`config.mk`:
```
export PLATFORM = sky130hd
export DESIGN_NAME = program_counter_unit
export DESIGN_NICKNAME = d
export VERILOG_FILES = /design/src/rtl/program_counter_unit.sv
export SDC_FILE = /design/constraint.sdc
export NUM_CORES = 1
export LEC_CHECK = 0
export ABC_CLOCK_PERIOD_IN_PS = 1900
export CAP_MARGIN = 40
export CORE_MARGIN = 2
export CORE_UTILIZATION = 55
export CTS_CLUSTER_SIZE = 25
export DETAILED_ROUTE_END_ITERATION = 10
export DONT_BUFFER_PORTS = 1
export GPL_TIMING_DRIVEN = 0
export PLACE_DENSITY = 0.73
export REMOVE_ABC_BUFFERS = 1
export SLEW_MARGIN = 10
export SYNTH_ARGS = -nofsm -noshare
export SYNTH_HDL_FRONTEND = slang
export SYNTH_SLANG_ARGS = --single-unit
```
`constraint.sdc`:
```
create_clock -name i_clk -period 1.9 [get_ports i_clk]
set_input_delay 0.38 -clock i_clk [delete_from_list [all_inputs] [get_ports i_clk]]
set_output_delay 0.38 -clock i_clk [all_outputs]
set_load 0.03 [all_outputs]
```
`src/rtl/program_counter_unit.sv`:
```
`default_nettype none
// +--------------------------------------------------------------------------+
// | program_counter_unit: EDiC program counter with a hardware return stack. |
// | Revision 1.0                                                             |
// +--------------------------------------------------------------------------+
module program_counter_unit #(
  parameter int               WIDTH        = 8,
  parameter int               STACK_DEPTH  = 4,
  parameter logic [WIDTH-1:0] RESET_VECTOR = '0
) (
  input  logic                               i_clk,
  input  logic                               i_reset,
  input  logic [WIDTH-1:0]                   i_bus,
  input  logic                               i_ctrlLoadPC,
  input  logic                               i_ctrlIncrPC,
  input  logic                               i_ctrlPCNOe,
  input  logic                               i_ctrlCall,
  input  logic                               i_ctrlRet,
  output logic [WIDTH-1:0]                   o_pc,
  output logic [WIDTH-1:0]                   o_bus,
  output logic                               o_busDrive,
  output logic [$clog2(STACK_DEPTH+1)-1:0]   o_stackDepth,
  output logic                               o_stackOverflow,
  output logic                               o_stackUnderflow
);

  localparam int                 DEPTH_W    = $clog2(STACK_DEPTH + 1);
  localparam int                 IDX_W      = (STACK_DEPTH > 1) ? $clog2(STACK_DEPTH) : 1;
  localparam logic [DEPTH_W-1:0] FULL_DEPTH = DEPTH_W'(STACK_DEPTH);

  logic [WIDTH-1:0]   pc_q, pc_d;
  logic [DEPTH_W-1:0] depth_q, depth_d;
  logic               ovf_q, ovf_d;
  logic               unf_q, unf_d;
  logic [WIDTH-1:0]   stack_q [STACK_DEPTH];
  logic [WIDTH-1:0]   stack_d [STACK_DEPTH];
  logic [IDX_W-1:0]   push_idx;
  logic [IDX_W-1:0]   pop_idx;

  // The top entry sits one below the push slot; modular wrap covers the full case.
  assign push_idx = depth_q[IDX_W-1:0];
  assign pop_idx  = push_idx - IDX_W'(1);

  always_comb begin
    pc_d    = pc_q;
    depth_d = depth_q;
    ovf_d   = ovf_q;
    unf_d   = unf_q;
    stack_d = stack_q;
    if (i_reset) begin
      pc_d    = RESET_VECTOR;
      depth_d = '0;
      ovf_d   = 1'b0;
      unf_d   = 1'b0;
    end else if (i_ctrlRet) begin
      if (depth_q != '0) begin
        pc_d    = stack_q[pop_idx];
        depth_d = depth_q - DEPTH_W'(1);
      end else begin
        unf_d = 1'b1;
      end
    end else if (i_ctrlCall) begin
      if (depth_q < FULL_DEPTH) begin
        stack_d[push_idx] = pc_q;
        depth_d           = depth_q + DEPTH_W'(1);
      end else begin
        ovf_d = 1'b1;
      end
      pc_d = i_bus;
    end else if (i_ctrlLoadPC) begin
      pc_d = i_bus;
    end else if (i_ctrlIncrPC) begin
      pc_d = pc_q + WIDTH'(1);
    end
  end

  always_ff @(posedge i_clk) begin
    pc_q    <= pc_d;
    depth_q <= depth_d;
    ovf_q   <= ovf_d;
    unf_q   <= unf_d;
    stack_q <= stack_d;
  end

  // Bus path is purely combinational so the PC is visible in the enabling cycle.
  assign o_busDrive       = ~i_ctrlPCNOe;
  assign o_bus            = o_busDrive ? pc_q : '0;
  assign o_pc             = pc_q;
  assign o_stackDepth     = depth_q;
  assign o_stackOverflow  = ovf_q;
  assign o_stackUnderflow = unf_q;

endmodule
`default_nettype wire

```
# --- Word level (Yosys, flattened, before mapping) ---
# Index checks and enable logic that the tools add are counted.
classes:
  n_addsub: 4
  magnitude_cmp: 4
  n_eq_ne: 1
  muxes: 16
  bitwise_logic: 7
  reduce_logical: 10
ops:
  columns: ["op", "count"]
  rows:
  - ["2-to-1 mux 8 bit", 9]
  - ["bitwise mux 32 bit", 1]
  - ["binary-select mux 8 bit (select 2 bit)", 1]
  - ["demux 8 bit (select 2 bit)", 1]
  - ["2-to-1 mux 3 bit", 4]
  - ["adder 8 x 1 -> 8 bit (second input constant)", 1]
  - [">= comparator 3 bit (second input constant)", 2]
  - ["inverter 2 -> 3 bit", 2]
  - ["AND reduction 3 bit", 2]
  - ["inverter 1 bit", 5]
  - ["AND reduction 2 bit", 2]
  - ["AND reduction 4 bit", 1]
  - ["nonzero test 2 bit", 2]
  - ["nonzero test 4 bit", 1]
  - ["adder 3 x 1 -> 3 bit (second input constant)", 1]
  - ["< comparator 3 x 1 -> 1 bit (second input constant)", 1]
  - ["< comparator 3 bit (second input constant)", 1]
  - ["nonzero test 3 bit", 1]
  - ["subtractor 3 x 1 -> 3 bit (second input constant)", 1]
  - ["!= test 2 x 1 -> 1 bit (second input constant)", 1]
  - ["subtractor 2 x 1 -> 2 bit (second input constant)", 1]
  - ["logical AND 1 bit", 1]
word_totals:
  register_bits: 45
  inputBits: 15
  out_inout_bits: 22
  wordCells: 50

# --- Depth between registers and ports, before layout ---
# Gate-level depths: netlist (run 1).
depth:
  word_depth: 7
  depth_mapped: 8
  ltp_nobuf: 6

# --- Worst setup path after synthesis (run 1) ---
# OpenSTA, ideal clock, no wires.
synth_path:
  kind: "register to register"
  from: "register depth_q[0] (netlist: o_stackDepth[0])"
  to: "register pc_q[1] (netlist: o_pc[1])"
  setup_ps: 67
  t_arrival_ps: 1956
  required_time_ps: 1833
  setup_slack_ps: -123
  path_stages_with_launch: 9
  n_path_buf: 2
  synth_period_minus_slack_ps: 2023
  path_cell_list: "dfxtp_1 > buf_6 > inv_1 > ha_1 > clkbuf_2 > mux4_2 > nor2_1 > a2111o_1 > o21ai_2"
synth_via:
  elab_chain_len: 7
  elab_cells_between_ends: 10
  classes_between: "add/sub (1); eq/ne (1); mux (5); bitwise (1); reduce/logical (2)"
synth_lines:
  columns: ["item", "line", "text"]
  rows:
  - ["from (decl)", "32", "logic [DEPTH_W-1:0] depth_q, depth_d;"]
  - ["from (signal assigned)", "79", "depth_q <= depth_d;"]
  - ["subtractor 2 x 1 -> 2 bit", "42", "assign pop_idx = push_idx - IDX_W'(1);"]
  - ["via pop_idx[0]", "38", "logic [IDX_W-1:0] pop_idx;"]
  - ["inverter 2 -> 3 bit (implied by the code)", "57", "pc_d = stack_q[pop_idx];"]
  - ["binary-select mux 8 bit (select 2 bit)", "57", null]
  - ["2-to-1 mux 8 bit (implied by the code) (2 in a row)", "57", null]
  - ["2-to-1 mux 8 bit", "56", "if (depth_q != '0) begin"]
  - ["2-to-1 mux 8 bit", "55", "end else if (i_ctrlRet) begin"]
  - ["to (signal assigned)", "78", "pc_q <= pc_d;"]
  - ["to (decl)", "31", "logic [WIDTH-1:0] pc_q, pc_d;"]
# The timed path passes the listed nets, and every way through them passes these cells. The select of a mux whose other input is x is not followed.
# A chain may end at the register's enable or synchronous reset.

# --- Final worst setup path (run 1) ---
layout_path:
  from: "register depth_q[0] (netlist: o_stackDepth[0])"
  to: "register depth_q[1] (netlist: o_stackDepth[1])"
layout_via:
  elab_chain_len: 4
  elab_cells_between_ends: 11
  classes_between: "add/sub (2); order compare (1); eq/ne (1); mux (4); reduce/logical (3)"
layout_lines:
  columns: ["item", "line", "text"]
  rows:
  - ["adder 3 x 1 -> 3 bit", "65", "depth_d = depth_q + DEPTH_W'(1);"]
  - ["2-to-1 mux 3 bit", "63", "if (depth_q < FULL_DEPTH) begin"]
  - ["2-to-1 mux 3 bit", "62", "end else if (i_ctrlCall) begin"]
  - ["2-to-1 mux 3 bit", "55", null]
# Several ways; a longest one is shown, not always the timed one. The select of a mux whose other input is x is not followed.

==> impl_metrics.env, run 1 <==
export IMPL_synth_area_leader_cell="edfxtp_1"
export IMPL_tightestPinTransition_ns=0.569
export IMPL_yosys_cell_count_top_type="edfxtp_1"
export IMPL_cp_num_buf_inv=2
export IMPL_wl_per_cell_um=20.2
export IMPL_avgSynthCellArea_um2=13.2
export IMPL_multi_input_area_um2=891
export IMPL_whs_ns=0.145
export IMPL_antenna_left=0
export IMPL_critPathCapture="o_stackDepth[1]$_SDFFE_PP0P_"
export IMPL_routed_via_count=1354
export IMPL_slowest_delay_ns=0.37
export IMPL_synthXorXnorAreaFrac=0.0124
export IMPL_cts_buffers=5
export IMPL_globalplace_congestion=0.794
export IMPL_synth_top_family_by_area="simple AND/OR/NAND/NOR gates"
export IMPL_netlist_instances=160
export IMPL_required_ns=2.08
export IMPL_yosysWarnings=0
export IMPL_yosys_mux_area_fraction=0.103
export IMPL_synthTopCellsByCount="edfxtp_1 (32), dfxtp_1 (13), a21oi_1 (11), nor2_1 (11), o21ai_0 (10)"
export IMPL_grt_pass1_wl_um=6570
export IMPL_fmaxAchievable_ghz=0.552
export IMPL_fin_total_pwr_mw=3.30
export IMPL_synth_edf_count=32
export IMPL_ff2ff_path_depth=7
export IMPL_ios=37
export IMPL_clk_pin_slew_ns=0.08
export IMPL_fillers=280
export IMPL_cp_startpoint="o_stackDepth[0]$_SDFFE_PP0P_"
export IMPL_track_usage=0.215
export IMPL_period_needed_ns=1.81
export IMPL_cts_tree="yes"
export IMPL_r2r_start="o_stackDepth[0]$_SDFFE_PP0P_"
export IMPL_die_x_um=66.0
export IMPL_path_delay_family="simple AND/OR/NAND/NOR gates"
export IMPL_rsz0062_at_grt="true"
export IMPL_drc=0
export IMPL_crit_chain="buf_12, inv_1, ha_4, and3b_2, nor3_4, nor2_1, a211oi_1"
export IMPL_worst_path_stages=7
export IMPL_drive_gt1_frac=0.241
export IMPL_skew_ns=0.00715
export IMPL_cap_violations=0
export IMPL_setup_viol=0
export IMPL_peakVddDrop_mv=0.773
export IMPL_critical_path_class="flop to flop"
export IMPL_yosys_area_share_simple=0.118
export IMPL_seq_area_frac_synth=0.579
export IMPL_startpoint_type="flop"
export IMPL_area_growth_syn_to_layout_pct=10.1
export IMPL_clock_path_buffers=2
export IMPL_r2r_slack_ns=0.09
export IMPL_htreeDepth=2
export IMPL_overflow=0
export IMPL_async_flop_share=0
export IMPL_die_height_um=66.0
export IMPL_crit_arrival_ns=2.00
export IMPL_critPathMaxFanout=12
export IMPL_synthTopCellsByArea="edfxtp_1 (46%), dfxtp_1 (12%), mux4_1 (8.7%)"
export IMPL_cts_sinks=45
export IMPL_area_sequential_um2=1230
export IMPL_grt_pass1_vias=1309
export IMPL_synth_fa_ha_area_frac=0.0451
export IMPL_drt_initial_drc_count=75
export IMPL_viasPerCell=6.33
export IMPL_hold_violations=0
export IMPL_ys_ff_latch=45
export IMPL_hp_class="input port to flop"
export IMPL_timing_hold_worst_start="i_reset"
export IMPL_core_area_um2=3690
export IMPL_drt_total_wl_um=4330
export IMPL_status="completed"
export IMPL_power_leakage_nw=0.789
export IMPL_grt_max_degree=14
export IMPL_max_slew_margin_rel=0.620
export IMPL_rows=22
export IMPL_syn_area_um2=2110
export IMPL_post_dp_hpwl_um=2890
export IMPL_ys_types=40
export IMPL_synth_compound_area_frac=0.117
export IMPL_power_density_nw_per_um2=1420
export IMPL_portBuffers=0
export IMPL_cts_root_buf="clkbuf_8"
export IMPL_start_util=0.572
export IMPL_ys_flop_type="edfxtp_1"
export IMPL_period_share=0.954
export IMPL_r2r_end="o_stackDepth[1]$_SDFFE_PP0P_"
export IMPL_crit_path_top_delay_cell="dfxtp_2"
export IMPL_endpoint_kind="flop"
export IMPL_clkLatencyLatePin_ns=0.29
export IMPL_drv_slew=0
export IMPL_first_pass_iters=5
export IMPL_yosys_area_top_type_share=0.455
export IMPL_finalNetCount=187
export IMPL_hold_buffers=0
export IMPL_antenna_found_initial=0
export IMPL_fp_dieArea_um2=4350
export IMPL_diodes=0
[logic make-up (layout without fill, tap and decap cells)]
group	after synthesis	after routing
simple gates	46	46
mux	9	9
fa+ha+maj	7	7
compound gates	38	38
flops	45	45
buf+inv	12	18
xor+xnor	3	3
[per-layer routing]
metal | track usage | up-vias | share of wire
li1 | - | 624 | -
met1 | 0.272 | 668 | 0.44
met2 | 0.359 | 60 | 0.50
met3 | 0.0681 | 2 | 0.064
met4 | 0.0612 | 0 | 0.0042
met5 | 0 | - | 0
[power breakdown]
group / internal, mW / total, mW / switching [mW] / leakage (nW)
Sequential: 1.28 / 1.71 / 0.433 / 0.404
Combinational: 0.501 / 1.04 / 0.540 / 0.345
Clock: 0.256 / 0.549 / 0.293 / 0.0399
[stage by stage]
| stage | worst slack (ns) | cells | util | instance area (um^2) | TNS (ns) |
|---|---|---|---|---|---|
| global route | -0.00309 | 214 | 0.630 | 2320 | -0.00309 |
| detailed placement | -0.170 | 204 | 0.584 | 2160 | -0.908 |
| finish | 0.0878 | 214 | 0.630 | 2320 | 0 |
| global placement | -0.586 | 203 | 0.580 | 2140 | -6.59 |
| floorplan | -0.277 | 155 | - | 2080 | -1.83 |
| CTS | 0.00412 | 212 | 0.621 | 2290 | 0 |
[repair_timing]
action,CTS,global route
resized for setup,16,11
setup buffers,0,2
setup endpoints to repair,19,43
pin swaps,1,0
[registers in the layout (all words and copies together) (netlist names)]
register	count
o_stackOverflow	1
o_stackUnderflow	1
stack_q	32
o_pc	8
o_stackDepth	3
[worst min-delay path by stage]
stage | end | slack (ns) | depth (start not counted)
3_3_place_gp | o_pc[0]$_SDFFE_PP0P_ | 0.45 | 1
4_1_cts | o_pc[0]$_SDFFE_PP0P_ | 0.14 | 1
3_5_place_dp | o_stackUnderflow$_SDFFE_PP0P_ | 0.46 | 1
5_1_grt | o_stackDepth[0]$_SDFFE_PP0P_ | 0.12 | 1
2_1_floorplan | o_pc[0]$_SDFFE_PP0P_ | 0.45 | 1
6_report | o_pc[5]$_SDFFE_PP0P_ | 0.15 | 1
[placed cells by master, fill, tap and decap left out, types with 5 or more instances in the layout]
master	synthesis	layout
inv_1	6	6
dfxtp_2	0	9
clkbuf_8	0	5
ha_1	6	5
mux4_1	7	7
nor2_1	11	11
edfxtp_1	32	32
a21oi_1	11	11
o21ai_0	10	10
nor2b_2	0	7
nand2_1	9	9
[final cells by class]
| type | instances | share of cell area |
|---|---|---|
| clock buffer | 7 | 0.0328 |
| clock inverter | 1 | 0.00161 |
| inverter | 7 | 0.0113 |
| multi-input combinational | 103 | 0.383 |
| sequential | 45 | 0.530 |
| tap | 48 | 0.0258 |
| timing repair buffer | 3 | 0.0151 |
Note: power is estimated with default switching activity, not from simulation.
==> run 2: changes to the inputs <==
CORE_UTILIZATION = 50   (was 55)
PLACE_DENSITY = 0.68   (was 0.73)
==> run 2 against run 1 <==
Clock skew fell by 0.0014 ns. Fmax fell by 1.2%. Worst hold slack got worse by 0.0075 ns. Register-to-register slack got worse by 0.02 ns. Critical endpoint is now o_pc[1]$_SDFFE_PP0P_. Largest cell class unchanged. First-iteration DRC count fell by 2.7%. Power rose by 6.3%. Via count fell by 1.6%. Final cell count rose by 1.4%. Worst setup slack got worse by 0.023 ns. Flip-flop and latch count did not move.
==> impl_metrics.env, run 2 (same netlist as run 1, synthesis figures left out) <==
export IMPL_fmaxAchievable_ghz=0.545
export IMPL_peakVddDrop_mv=0.717
export IMPL_grt_max_degree=16
export IMPL_cp_startpoint="o_stackDepth[1]$_SDFFE_PP0P_"
export IMPL_overflow=0
export IMPL_clk_pin_slew_ns=0.09
export IMPL_power_leakage_nw=0.815
export IMPL_start_util=0.524
export IMPL_p_seq_frac=0.484
export IMPL_r2r_slack_ns=0.07
export IMPL_setup_viol=0
export IMPL_internal_power_mw=2.20
export IMPL_p_sw_frac=0.373
export IMPL_startpoint_type="flop"
export IMPL_core_area_um2=4030
export IMPL_area_growth_syn_to_layout_pct=12.4
export IMPL_fin_cells=217
export IMPL_wl_per_cell_um=19.4
export IMPL_crit_arrival_ns=2.06
export IMPL_combPwrFrac=0.299
export IMPL_fp_dieArea_um2=4760
export IMPL_timing_hold_worst_start="i_reset"
export IMPL_place_ws_ns=-0.224
export IMPL_power_density_nw_per_um2=1480
export IMPL_diodes=0
export IMPL_track_usage=0.197
export IMPL_post_dp_hpwl_um=2950
export IMPL_cts_buffers=5
export IMPL_routed_via_count=1333
export IMPL_r2r_start="o_stackDepth[1]$_SDFFE_PP0P_"
export IMPL_status="completed"
export IMPL_fin_total_pwr_mw=3.51
export IMPL_antenna_left=0
export IMPL_fin_util=0.589
export IMPL_cts_sinks=45
export IMPL_skew_ns=0.00579
export IMPL_portBuffers=0
export IMPL_cts_root_buf="clkbuf_8"
export IMPL_cts_tree="yes"
export IMPL_whs_ns=0.138
export IMPL_viasPerCell=6.14
export IMPL_crit_path_top_delay_cell="dfxtp_2"
export IMPL_period_needed_ns=1.83
export IMPL_clkLatencyLatePin_ns=0.29
export IMPL_final_common_cell="edfxtp_1"
export IMPL_hold_path_end="o_pc[0]$_SDFFE_PP0P_"
export IMPL_drv_slew=0
export IMPL_htreeDepth=2
export IMPL_hold_depth=1
export IMPL_grt_pass1_wl_um=6470
export IMPL_largest_reg_flops=32
export IMPL_cap_violations=0
export IMPL_grt_pass1_vias=1293
export IMPL_power_clock_fraction=0.216
export IMPL_p_switching_mw=1.31
export IMPL_rsz0062_at_grt="false"
export IMPL_period_share=0.966
export IMPL_endpoint_kind="flop"
export IMPL_rows=23
export IMPL_hp_class="input port to flop"
export IMPL_setup_slack_ns=0.0652
export IMPL_globalplace_congestion=0.739
export IMPL_drc=0
export IMPL_antenna_found_initial=0
export IMPL_die_x_um=69.0
export IMPL_drt_initial_drc_count=73
export IMPL_drive_gt1_frac=0.222
export IMPL_hold_violations=0
export IMPL_slowest_delay_ns=0.49
export IMPL_critPathMaxFanout=6
export IMPL_drt_total_wl_um=4210
export IMPL_ff2ff_path_depth=6
export IMPL_hold_buffers=0
export IMPL_dp_cells=206
export IMPL_first_pass_iters=4
export IMPL_die_height_um=69.0
export IMPL_required_ns=2.13
export IMPL_ios=37
export IMPL_r2r_end="o_pc[1]$_SDFFE_PP0P_"
export IMPL_regMostFlops="stack_q"
export IMPL_max_slew_margin_rel=0.601
export IMPL_crit_chain="inv_1, ha_4, and3b_2, a21o_1, a2111o_1, o21ai_2"
export IMPL_critical_path_class="flop to flop"
export IMPL_layout_common_cells="edfxtp_1 (32), nor2_1 (11), a21oi_1 (11)"
export IMPL_finalNetCount=188
export IMPL_tightestPinTransition_ns=0.597
export IMPL_clock_path_buffers=2
## run 2: cell count changes in the layout (fill, tap and decap cells not counted), sizes merged
cell / previous run / this run
buf: 3 / 4
clkinv: 2 / 1
clkinvlp: 0 / 1
## run 2: final cells by class
type | count | area (um^2)
timing repair buffer | 4 | 42.5
fill | 318 | 1660
multi-input combinational | 103 | 880
sequential | 45 | 1230
clock inverter | 1 | 8.76
inverter | 7 | 30.0
tap | 50 | 62.6
clock buffer | 7 | 119
## run 2: worst max path at each step
stage / endpoint / slack [ns] / depth (start not counted)
detailed placement: o_pc[1]$_SDFFE_PP0P_ / -0.22 / 6
global placement: o_pc[1]$_SDFFE_PP0P_ / -0.63 / 6
floorplan: o_pc[1]$_SDFFE_PP0P_ / -0.28 / 6
global route: o_bus[4] / 0.0008 / 1
CTS: o_bus[5] / 0.02 / 1
finish: o_pc[1]$_SDFFE_PP0P_ / 0.07 / 6
## run 2: critical path, delay by kind of cell (launching register included)
kind	cells	cell delay (ns)
compound gates	3	0.66
flops	1	0.49
simple gates	1	0.25
fa+ha+maj	1	0.19
buf+inv	1	0.17
## run 2: power groups by stage
| stage | clock network (mW) | registers (mW) | logic [mW] |
|---|---|---|---|
| 6_report | 0.758 | 1.70 | 1.05 |
| 3_3_place_gp | 0 | 1.75 | 0.804 |
| 3_5_place_dp | 0 | 1.70 | 0.927 |
| 4_1_cts | 0.767 | 1.69 | 1.02 |
| 5_1_grt | 0.805 | 1.73 | 1.14 |
| 2_1_floorplan | 0 | 1.65 | 0.688 |
## run 2: repair_timing
action	4_1_cts	5_1_grt
buffers inserted	1	2
hold endpoints to repair	0	0
gates cloned	0	0
endpoints found under the setup margin	19	38
resized for setup	15	5
pin swaps	1	0
## run 2: stage by stage
step           setup TNS (ns)  instance area [um^2]
2_1_floorplan           -1.83                  2080
3_3_place_gp            -8.23                  2140
3_5_place_dp            -1.25                  2160
4_1_cts                     0                  2340
5_1_grt                     0                  2370
6_report                    0                  2370
## run 2: routing by layer
metal | global-route usage | share of wire | wire (um)
met1 | 0.238 | 0.44 | 1870
met2 | 0.337 | 0.49 | 2070
met3 | 0.0568 | 0.060 | 251
met4 | 0.0662 | 0.0055 | 23
met5 | 0 | 0 | 0
